**src/rtl/pulse_pkg.sv**
```systemverilog
// Shared definitions for the pulse stretcher: FSM state encoding and
// the helper that sizes the shared down-counter.
package pulse_pkg;

  // FSM states. Encoding 2'b11 is unused and recovers to ST_IDLE.
  typedef enum logic [1:0] {
    ST_IDLE = 2'b00,
    ST_HIGH = 2'b01,
    ST_HOLD = 2'b10
  } state_t;

  // Counter width: wide enough to hold WIDTH-1 and HOLDOFF-1, never
  // narrower than one bit.
  function automatic int cnt_width(input int width, input int holdoff);
    int m;
    m = (width > holdoff) ? width : holdoff;
    if (m < 2) begin
      m = 2;
    end else begin
      m = m;
    end
    return $clog2(m);
  endfunction

endpackage : pulse_pkg

```
**src/rtl/pulse_stretcher.sv**
```systemverilog
// Pulse stretcher: turns a one-cycle tick into a level pulse exactly WIDTH
// cycles long, followed by a forced-low holdoff of HOLDOFF cycles. A single
// down-counter times both the high phase and the holdoff phase. Also emits
// registered rise/fall ticks, a busy indication and a missed-tick flag.
module pulse_stretcher
  import pulse_pkg::*;
#(
  parameter int WIDTH     = 4,
  parameter int HOLDOFF   = 2,
  parameter int RETRIGGER = 0
) (
  input  logic clk,
  input  logic reset,
  input  logic tick,
  output logic level,
  output logic rise,
  output logic fall,
  output logic busy,
  output logic missed
);

  localparam int CW = cnt_width(WIDTH, HOLDOFF);

  // Reload values for the two timed phases.
  localparam logic [CW-1:0] WIDTH_LOAD = CW'(WIDTH - 1);
  localparam logic [CW-1:0] HOLD_LOAD  = CW'((HOLDOFF > 0) ? (HOLDOFF - 1) : 0);
  localparam logic [CW-1:0] CNT_ZERO   = CW'(0);
  localparam logic [CW-1:0] CNT_ONE    = CW'(1);
  localparam bit            RETRIG     = (RETRIGGER != 0);
  localparam bit            HAS_HOLD   = (HOLDOFF > 0);

  state_t        state;
  logic [CW-1:0] cnt;
  logic          rise_r;
  logic          fall_r;
  logic          missed_r;

  // Main FSM: state, shared counter and the registered event ticks.
  always_ff @(posedge clk or posedge reset) begin
    if (reset) begin
      state    <= ST_IDLE;
      cnt      <= CNT_ZERO;
      rise_r   <= 1'b0;
      fall_r   <= 1'b0;
      missed_r <= 1'b0;
    end else begin
      // Event ticks are single-cycle unless re-armed below.
      rise_r   <= 1'b0;
      fall_r   <= 1'b0;
      missed_r <= 1'b0;
      case (state)
        ST_IDLE: begin
          if (tick) begin
            state  <= ST_HIGH;
            cnt    <= WIDTH_LOAD;
            rise_r <= 1'b1;
          end else begin
            state  <= ST_IDLE;
            cnt    <= cnt;
          end
        end

        ST_HIGH: begin
          if (cnt != CNT_ZERO) begin
            // Still inside the high window.
            if (tick && RETRIG) begin
              cnt <= WIDTH_LOAD;
            end else begin
              cnt      <= cnt - CNT_ONE;
              missed_r <= tick;
            end
          end else if (tick && RETRIG) begin
            // Last high cycle but retriggered: extend without a new rise.
            cnt <= WIDTH_LOAD;
          end else begin
            // Pulse ends; a tick arriving now cannot start a new one.
            fall_r   <= 1'b1;
            missed_r <= tick;
            if (HAS_HOLD) begin
              state <= ST_HOLD;
              cnt   <= HOLD_LOAD;
            end else begin
              state <= ST_IDLE;
              cnt   <= CNT_ZERO;
            end
          end
        end

        ST_HOLD: begin
          if (cnt != CNT_ZERO) begin
            cnt      <= cnt - CNT_ONE;
            missed_r <= tick;
          end else if (tick) begin
            // Last holdoff cycle: accept so the low time is exactly HOLDOFF.
            state  <= ST_HIGH;
            cnt    <= WIDTH_LOAD;
            rise_r <= 1'b1;
          end else begin
            state <= ST_IDLE;
            cnt   <= CNT_ZERO;
          end
        end

        default: begin
          state <= ST_IDLE;
          cnt   <= CNT_ZERO;
        end
      endcase
    end
  end

  // Moore decodes of the state register.
  assign level  = (state == ST_HIGH);
  assign busy   = (state != ST_IDLE);
  assign rise   = rise_r;
  assign fall   = fall_r;
  assign missed = missed_r;

endmodule : pulse_stretcher

```
**config.mk**
```make
export PLATFORM = sky130hd
export DESIGN_NAME = pulse_stretcher
export DESIGN_NICKNAME = d
export VERILOG_FILES = /design/src/rtl/pulse_pkg.sv /design/src/rtl/pulse_stretcher.sv
export SDC_FILE = /design/constraint.sdc
export NUM_CORES = 1
export LEC_CHECK = 0
export BUFFER_PORTS_ARGS = -buffer_cell sky130_fd_sc_hd__buf_2
export CORE_MARGIN = 2
export CORE_UTILIZATION = 25
export CTS_CLUSTER_SIZE = 25
export DETAILED_ROUTE_END_ITERATION = 7
export HOLD_SLACK_MARGIN = 0.15
export SLEW_MARGIN = 30
export SYNTH_ARGS = -nofsm -noshare
export SYNTH_HDL_FRONTEND = slang
export SYNTH_SLANG_ARGS = --single-unit
```
**constraint.sdc**
```tcl
create_clock -name clk -period 2 [get_ports clk]
set_input_delay 0.4 -clock clk [delete_from_list [all_inputs] [get_ports clk]]
set_output_delay 0.4 -clock clk [all_outputs]
set_load 0.02 [all_outputs]
```
==> summary.txt, run 1 <==
Placement
  • Dpl cell area: 420.4 sq um
  • DPL Wire Length: 555 um
  • Port Buf Inserts: 7
  • Gp weighted congestion: 0.7240
  • Placed insts: 59

Power
  • Pwr dens: 1530 nW/um^2
  • Sw Ratio: 0.4274
  • Combinational Power Share: 0.471
  • Internal power: 400.1 uW
  • Clock Power Share: 0.182
  • Sequential share of power: 0.347
  • Peak VDD IR: 0.6201 mV
  • Switch Pwr: 298.6 uW
  • Leak: 0.2283 nW

Worst hold path
  • Hold Path End: missed
  • Hold_sp: tick
  • Hold Path Class: input port to flop
  • Hold depth: 3

CTS
  • Hold buffers post-CTS: 1
  • CTS Buffer Depth: 2
  • Clock sink count: 7
  • Post-CTS Setup Bufs: 0
  • Worst-Skew Late Latency: 0.25 ns
  • Clk slew on worst S/H paths: 0.05 ns
  • Post_cts resized: 0
  • CTS H-tree lvls: 1
  • Clock root buffer: clkbuf_4
  • CTS tree: done
  • CTS Buf Count: 3

Critical path
  • Worst Path Required: 1.60 ns
  • Kind of critical path: flop to output pin
  • Crit end category: output pin
  • RR Endpoint: cnt[0]
  • R2R setup slack: 0.69 ns
  • Crit-path max FO: 4
  • Worst Setup SP: state[0]
  • WP data arrival: 1.21 ns
  • Crit path launch type: flop
  • R2R depth: 5
  • Reg-to-reg startpoint: state[0]

Synthesis
  • Most frequent cell after synthesis: dfrtp_1
  • Synth area leader: dfrtp_1
  • Primary FF master, synth: dfrtp_1
  • Post-synth top area share: 0.4778
  • Synth warnings: 0
  • Largest cells by area after synthesis: dfrtp_1 (48%), ha_1 (14%), a21oi_1 (4.1%)
  • Register bit count reported by yosys: 7
  • Syn Inst Count: 37
  • Syn Nets: 44
  • Most frequent cells after synthesis: dfrtp_1 (7), ha_1 (4), a21oi_1 (3), inv_1 (3), nor2_1 (3)
  • Mapped Area: 366.6 sq um
  • Number of flops mapped to enable cells by yosys: 0
  • Fraction of registers with async set/reset: 1.000
  • Sequential element share of the synthesized area: 0.4778
  • Post-synth cell types: 22
  • Syn Area/Cell: 9.908 sq um

Floorplanning
  • Site row count: 13
  • Core Area: 1334 sq um
  • Die width: 42.30 um
  • Ports: 8
  • Initial Util: 0.2749
  • Die area: 1789 sq um
  • Die H: 42.30 um

STA
  • Final hold violation count: 0
  • Unrepaired setup endpoints after global routing: no
  • Final setup viols: 0
  • FMAX: 619.9 MHz
  • Slew headroom: 0.8203
  • Clock skew: 0.004600 ns
  • Final period util: 0.8066
  • Min cycle time layout: 1.613 ns
  • Tightest Pin Transition: 0.2693 ns
  • Slew Viols, Final: 0
  • Setup TNS: 0 ns

GRT
  • First-pass GRT wire length: 1331 um
  • Vias in the first global route: 316
  • GRT Util Overall: 0.1021
  • Largest net degree at the start of global routing: 8
  • Global route overflow: 0
  • Initial antenna violation count: 0

Layout
  • Net count, final: 57
  • Post-route insts no fill: 64
  • Area grow syn2layout: 24.57%
  • Layout cell share with drive strength beyond 1: 0.2449
  • Inserted Diodes: 0
  • Design area: 456.7 sq um
  • Layout fillers: 141
  • Fin util: 0.3424

Run status
  • Outcome: finished, final reports clean

Route
  • TritonRoute pass-1 iters: 4
  • Drt wl/cell: 11.16 um
  • Iteration-0 DRC Markers: 3
  • Remaining DRCs: 0
  • Antenna viol nets, final: 0
  • Drt via density: 4.453
  • Routed wire length: 714 um
  • Via count: 285

Job
  • Max Cap Viol: 0
[worst max-delay path by stage]
stage                  end  slack [ns]
floorplan           cnt[1]        0.71
global placement      busy        0.65
detailed placement    busy        0.64
CTS                   busy        0.36
global route          busy        0.27
finish                busy        0.39
[critical path, cell delays in order, from the launching register on]
cell	delay (ns)
dfrtp_1	0.39
inv_1	0.12
ha_1	0.25
inv_4	0.05
buf_2	0.16
[layout make-up]
| class | instances | area, sq um | share of cell area |
|---|---|---|---|
| multi-input combinational | 25 | 170.2 | 0.3726 |
| sequential | 7 | 175.2 | 0.3836 |
| clock buffer | 4 | 26.28 | 0.05753 |
| tap | 15 | 18.77 | 0.04110 |
| timing repair buffer | 8 | 45.04 | 0.09863 |
| inverter | 5 | 21.27 | 0.04658 |
[power groups by stage]
stage / registers [mW] / clock network (mW) / logic, mW
final: 0.242 / 0.127 / 0.329
after global placement: 0.243 / 0 / 0.326
after global routing: 0.251 / 0.144 / 0.379
after CTS: 0.242 / 0.136 / 0.336
after floorplan: 0.263 / 0 / 0.222
after detailed placement: 0.244 / 0 / 0.334
[state kept, by name (all words and copies together), names as in the netlist]
name,cells
cnt,2
fall,1
missed,1
rise,1
state,2
[metrics by stage]
step / hold slack (ns) / power (mW) / worst slack (ns)
floorplan: 0.2034 / 0.4855 / 0.7099
global placement: 0.3384 / 0.5690 / 0.6474
detailed placement: 0.3438 / 0.5773 / 0.6417
CTS: 0.4178 / 0.7149 / 0.3632
global route: 0.4241 / 0.7742 / 0.2682
finish: 0.4314 / 0.6986 / 0.3869
[cells by family after synthesis]
kind of cell | share of synthesized area
DFF | 0.4778
and+or+nand+nor | 0.1536
AOI/OAI and AO/OA | 0.1741
buffers and inverters | 0.05802
adders and majority gates | 0.1365
[placed cells by master (no fill, tap or decap), types with 3 or more instances in the layout]
cell and count:
inv_1 3, clkbuf_4 3, buf_2 7, a21oi_1 3, dfrtp_1 7, ha_1 4, nor2_1 3
[routing by layer]
metal | track usage | part of all wire
met3 | 0.08621 | 0.064
met2 | 0.1538 | 0.44
met4 | 0 | 0
met1 | 0.1187 | 0.49
met5 | 0 | 0
Note: power is estimated with default switching activity, not from simulation.
==> run 2, diff against run 1 <==
==> constraint.sdc (replaced) <==
create_clock -name clk -period 1.4 [get_ports clk]
set_input_delay 0.28 -clock clk [delete_from_list [all_inputs] [get_ports clk]]
set_output_delay 0.28 -clock clk [all_outputs]
set_load 0.02 [all_outputs]
==> run 2 against run 1 <==
Final cell count increased by 7.8%; wire length rose by 1.3%; register-to-register slack worse by 0.58 ns; clock power rose by 40%; critical path type unchanged.
==> summary.txt, run 2 (synthesized netlist as in run 1, its figures left out) <==
CTS
  • CTS Buffer Depth: 2 (unchanged)
  • Clk slew on worst S/H paths: 0.05 ns (about the same)
  • Worst-Skew Late Latency: 0.24 ns (about the same)
  • Clock sink count: 7 (unchanged)
  • CTS H-tree lvls: 1 (unchanged)
  • Clock root buffer: clkbuf_4
  • CTS Buf Count: 3 (unchanged)
  • CTS tree: done

GRT
  • Initial antenna violation count: 0 (unchanged)
  • Vias in the first global route: 281 (-11%)
  • Global route overflow: 0 (unchanged)
  • GRT Util Overall: 0.09574 (-0.006387)
  • Largest net degree at the start of global routing: 8 (unchanged)
  • First-pass GRT wire length: 1207 um (-9.3%)

STA
  • Final hold violation count: 0 (unchanged)
  • Slew headroom: 0.8140 (-0.006325)
  • Clock skew: 0.003043 ns (-0.001557 ns)
  • Unrepaired setup endpoints after global routing: yes
  • FMAX: 729.3 MHz
  • Final period util: 0.9795
  • Setup ws final: 0.02877 ns (-0.3581 ns)
  • Setup TNS: 0 ns (unchanged)
  • Tightest Pin Transition: 0.2788 ns (+0.009476 ns)
  • Fin Hold WS: 0.3122 ns (-0.1193 ns)
  • Final setup viols: 0 (unchanged)
  • Min cycle time layout: 1.371 ns
  • Slew Viols, Final: 0 (unchanged)

Critical path
  • Kind of critical path: flop to output pin
  • CP Cell Sequence: inv_2 > ha_4 > inv_4 > buf_6
  • Worst Path Required: 1.12 ns (-0.48 ns)
  • Crit path launch type: flop
  • WP data arrival: 1.09 ns (-0.12 ns)
  • Worst stage delay on the critical path: 0.42 ns (+0.03 ns)
  • Crit-path slowest cell: dfrtp_1
  • Crit end category: output pin
  • Crit-path max FO: 4 (unchanged)

Floorplanning
  • Die area: 1789 sq um (unchanged)
  • Ports: 8 (unchanged)
  • Site row count: 13 (unchanged)
  • Die width: 42.30 um (unchanged)
  • Core Area: 1334 sq um (unchanged)
  • Initial Util: 0.2749 (unchanged)
  • Die H: 42.30 um (unchanged)

Placement
  • Gp weighted congestion: 0.7438 (+2.7%)
  • Dpl cell area: 420.4 sq um (unchanged)
  • DPL Wire Length: 484.1 um (-13%)
  • Placed insts: 59 (unchanged)
  • Port Buf Inserts: 7 (unchanged)
  • Pre-CTS setup slack: 0.1036 ns (-0.5381 ns)

Route
  • Drt via density: 4.304 (-3.3%)
  • Iteration-0 DRC Markers: 5 (+2)
  • Remaining DRCs: 0 (unchanged)
  • Via count: 297 (+4.2%)
  • Drt wl/cell: 10.48 um (-6.1%)
  • TritonRoute pass-1 iters: 2 (-2)
  • Antenna viol nets, final: 0 (unchanged)
  • Routed wire length: 723 um (+1.3%)

Layout
  • Inserted Diodes: 0 (unchanged)
  • Net count, final: 62 (+8.8%)
  • Layout cell share with drive strength beyond 1: 0.3889 (+0.1440)
  • Design area: 531.8 sq um (+16%)
  • Most common cell after layout, fill and taps aside: dfrtp_1
  • Most frequent cells in the layout: dfrtp_1 (7), buf_2 (5), buf_4 (5)
  • Area grow syn2layout: 45.05%
  • Post-route insts no fill: 69 (+7.8%)
  • Biggest regs: cnt (2), state (2)
  • Fin util: 0.3987 (+0.05629)

Power
  • Overall power: 1.186 mW (+70%)
  • Sequential share of power: 0.299 (-0.048)
  • Peak VDD IR: 0.8152 mV (+31%)
  • Combinational Power Share: 0.551 (+0.080)
  • Sw Ratio: 0.3972 (-0.03014)
  • Pwr dens: 2231 nW/um^2 (+46%)
  • Clock Power Share: 0.150 (-0.032)
  • Internal power: 715.0 uW (+79%)
  • Leak: 0.2577 nW (+13%)
  • Switch Pwr: 471.2 uW (+58%)

Job
  • Max Cap Viol: 0 (unchanged)

Run status
  • Outcome: finished, final reports clean

Worst hold path
  • Hold Path Class: input port to flop
run 2: area by class of cell:
| type | instances | area [sq um] |
|---|---|---|
| Fill cell | 135 | 802.0 |
| Multi-Input combinational cell | 25 | 195.2 |
| Sequential cell | 7 | 175.2 |
| Timing Repair Buffer | 13 | 95.09 |
| Clock buffer | 4 | 26.28 |
| Inverter | 5 | 21.27 |
| Tap cell | 15 | 18.77 |
run 2: path summary, 6_finish.rpt:
kind	from	to	slack, ns	depth (start not counted)
worst max-delay path	state[0]	busy	0.03	4
worst max register to register	state[0]	cnt[1]	0.11	5
max in group asynchronous	reset	state[1]	0.68	3
worst min register to register	cnt[1]	cnt[1]	0.59	1
worst min-delay path	tick	missed	0.31	3
min in group asynchronous	reset	fall	0.51	3
run 2: critical path: cells and delay by family (launching register included):
| family | cells | cell delay, ns |
|---|---|---|
| adders and majority gates | 1 | 0.15 |
| buffers and inverters | 3 | 0.28 |
| DFF | 1 | 0.42 |
run 2: what timing repair did:
| item | 4_1_cts | 5_1_grt |
|---|---|---|
| hold buffers | 1 | 0 |
| endpoints found under the hold margin | 7 | 0 |
| pin swaps | 1 | 0 |
| setup buffers | 2 | 3 |
| gates cloned | 0 | 0 |
| setup endpoints to repair | 2 | 2 |
| gates resized for setup | 8 | 2 |
run 2: routing by layer:
metal,wire length [um],track usage
met3,46,0.07759
met1,358,0.1129
met4,0,0.01875
met2,318,0.1354
met5,0,0
run 2: power by group through the flow:
stage          sequential (mW)  combinational, mW  clock [mW]
2_1_floorplan            0.376              0.318           0
3_3_place_gp             0.349              0.464           0
3_5_place_dp             0.346              0.466           0
4_1_cts                  0.353              0.581       0.190
5_1_grt                  0.366              0.707       0.211
6_report                 0.355              0.654       0.178
==> run 3, diff against run 2 <==
==> constraint.sdc (replaced) <==
create_clock -name clk -period 1.4 [get_ports clk]
set_input_delay 0.14 -clock clk [delete_from_list [all_inputs] [get_ports clk]]
set_output_delay 0.14 -clock clk [all_outputs]
set_load 0.02 [all_outputs]
==> run 3 against run 2 <==
Clock power about the same; core utilization down 5.3 points; first-iteration DRC count up 40%; count of clock-buffer cells in the layout unchanged; final cell count down 7.2%; critical path type unchanged; largest power group unchanged.
==> summary.txt, run 3 (synthesized netlist as in run 1, its figures left out) <==
Run status
  • Outcome: finished, final reports clean

CTS
  • CTS Buf Count: 3 (unchanged)
  • Worst-Skew Late Latency: 0.24 ns (about the same)
  • Clk slew on worst S/H paths: 0.05 ns (about the same)
  • CTS tree: done
  • Clock root buffer: clkbuf_4
  • Clock sink count: 7 (unchanged)
  • Post-CTS Setup Bufs: 0 (-2)
  • CTS Buffer Depth: 2 (unchanged)
  • CTS H-tree lvls: 1 (unchanged)

Route
  • Via count: 282 (-5.1%)
  • Remaining DRCs: 0 (unchanged)
  • Iteration-0 DRC Markers: 7 (+2)
  • Drt wl/cell: 9.938 um (-5.2%)
  • TritonRoute pass-1 iters: 3 (+1)
  • Drt via density: 4.406 (+2.4%)
  • Routed wire length: 636 um (-12%)
  • Antenna viol nets, final: 0 (unchanged)

Critical path
  • WP data arrival: 1.18 ns (+0.09 ns)
  • R2R setup slack: 0.11 ns (about the same)
  • Kind of critical path: flop to output pin
  • Crit end category: output pin
  • Worst Path Required: 1.26 ns (+0.14 ns)
  • R2R depth: 5 (unchanged)
  • Crit path launch type: flop
  • Crit-path max FO: 4 (unchanged)

GRT
  • Largest net degree at the start of global routing: 8 (unchanged)
  • GRT Util Overall: 0.08777 (-0.007979)
  • First-pass GRT wire length: 1097 um (-9.1%)
  • Global route overflow: 0 (unchanged)
  • Vias in the first global route: 259 (-7.8%)
  • Initial antenna violation count: 0 (unchanged)

Worst hold path
  • Hold Path Class: input port to flop
  • Hold depth: 3 (unchanged)

Placement
  • Pre-CTS setup slack: 0.1036 ns (unchanged)
  • Port Buf Inserts: 7 (unchanged)
  • Placed insts: 59 (unchanged)
  • Gp weighted congestion: 0.7438 (unchanged)
  • Dpl cell area: 420.4 sq um (unchanged)
  • DPL Wire Length: 484.1 um (unchanged)

Floorplanning
  • Die width: 42.30 um (unchanged)
  • Die H: 42.30 um (unchanged)
  • Ports: 8 (unchanged)
  • Initial Util: 0.2749 (unchanged)
  • Die area: 1789 sq um (unchanged)
  • Site row count: 13 (unchanged)
  • Core Area: 1334 sq um (unchanged)

Power
  • Overall power: 997.0 uW (-16%)
  • Internal power: 579.2 uW (-19%)
  • Peak VDD IR: 0.7045 mV (-14%)
  • Clock Power Share: 0.179 (+0.029)
  • Pwr dens: 2159 nW/um^2 (-3.2%)
  • Combinational Power Share: 0.475 (-0.076)
  • Switch Pwr: 417.8 uW (-11%)
  • Sequential share of power: 0.346 (+0.047)
  • Sw Ratio: 0.4191 (+0.02183)
  • Leak: 0.2259 nW (-12%)

STA
  • Unrepaired setup endpoints after global routing: yes
  • Setup ws final: 0.08134 ns (+0.05257 ns)
  • Final period util: 0.9419 (-0.03755)
  • FMAX: 758.3 MHz (+4.0%)
  • Fin Hold WS: 0.1718 ns (-0.1403 ns)
  • Final setup viols: 0 (unchanged)
  • Tightest Pin Transition: 0.2802 ns (+0.001482 ns)
  • Setup TNS: 0 ns (unchanged)
  • Final hold violation count: 0 (unchanged)
  • Slew headroom: 0.8130 (-0.0009880)
  • Clock skew: 0.002787 ns (-0.0002557 ns)
  • Min cycle time layout: 1.319 ns (-0.05257 ns)
  • Slew Viols, Final: 0 (unchanged)

Layout
  • Most frequent cells in the layout: dfrtp_1 (7), buf_2 (7)
  • Post-route insts no fill: 64 (-7.2%)
  • Layout cell share with drive strength beyond 1: 0.2857 (-0.1032)
  • Design area: 461.7 sq um (-13%)
  • Fin util: 0.3462 (-0.05253)
  • Net count, final: 57 (-8.1%)
  • Biggest regs: cnt (2), state (2)
  • Area grow syn2layout: 25.94%
  • Inserted Diodes: 0 (unchanged)

Job
  • Max Cap Viol: 0 (unchanged)
-- run 3: cell types whose count changed in the layout (fill, tap and decap cells not counted) --
cell,change
buf_6,-2
ha_4,-2
ha_2,+2
buf_4,-5
inv_1,+2
buf_2,+2
inv_2,-2
-- run 3: timing repair --
action,4_1_cts,5_1_grt
setup endpoints to repair,0,3
endpoints found under the hold margin,7,0
hold buffers,1,0
resized for setup,0,2
-- run 3: worst paths after layout --
kind                       startpoint       end
setup / recovery             state[0]      busy
hold / removal                   tick    missed
setup reg to reg             state[0]    cnt[0]
hold reg to reg                cnt[1]    cnt[1]
max in group asynchronous       reset  state[1]
min in group asynchronous       reset      fall
-- run 3: layout make-up --
type | instances | area, sq um
timing repair buffer | 8 | 45.04
inverter | 5 | 21.27
tap | 15 | 18.77
fill | 142 | 872.1
multi-input combinational | 25 | 175.2
sequential | 7 | 175.2
clock buffer | 4 | 26.28
-- run 3: metal layers --
layer,vias up,global-route usage,routed length [um]
li1,152,-,-
met1,122,0.1102,316
met2,8,0.1077,258
met3,0,0.08190,62
met4,0,0.01875,0
met5,-,0,0
-- run 3: critical path, cell delays in order (launching register included) --
cell	delay [ns]
dfrtp_1	0.39
inv_1	0.12
ha_2	0.23
inv_4	0.04
buf_2	0.15
-- run 3: power groups by stage --
stage / registers, mW / clock network, mW / logic, mW
global route: 0.358 / 0.211 / 0.530
floorplan: 0.376 / 0 / 0.318
finish: 0.345 / 0.178 / 0.473
detailed placement: 0.346 / 0 / 0.466
global placement: 0.349 / 0 / 0.464
CTS: 0.344 / 0.190 / 0.469
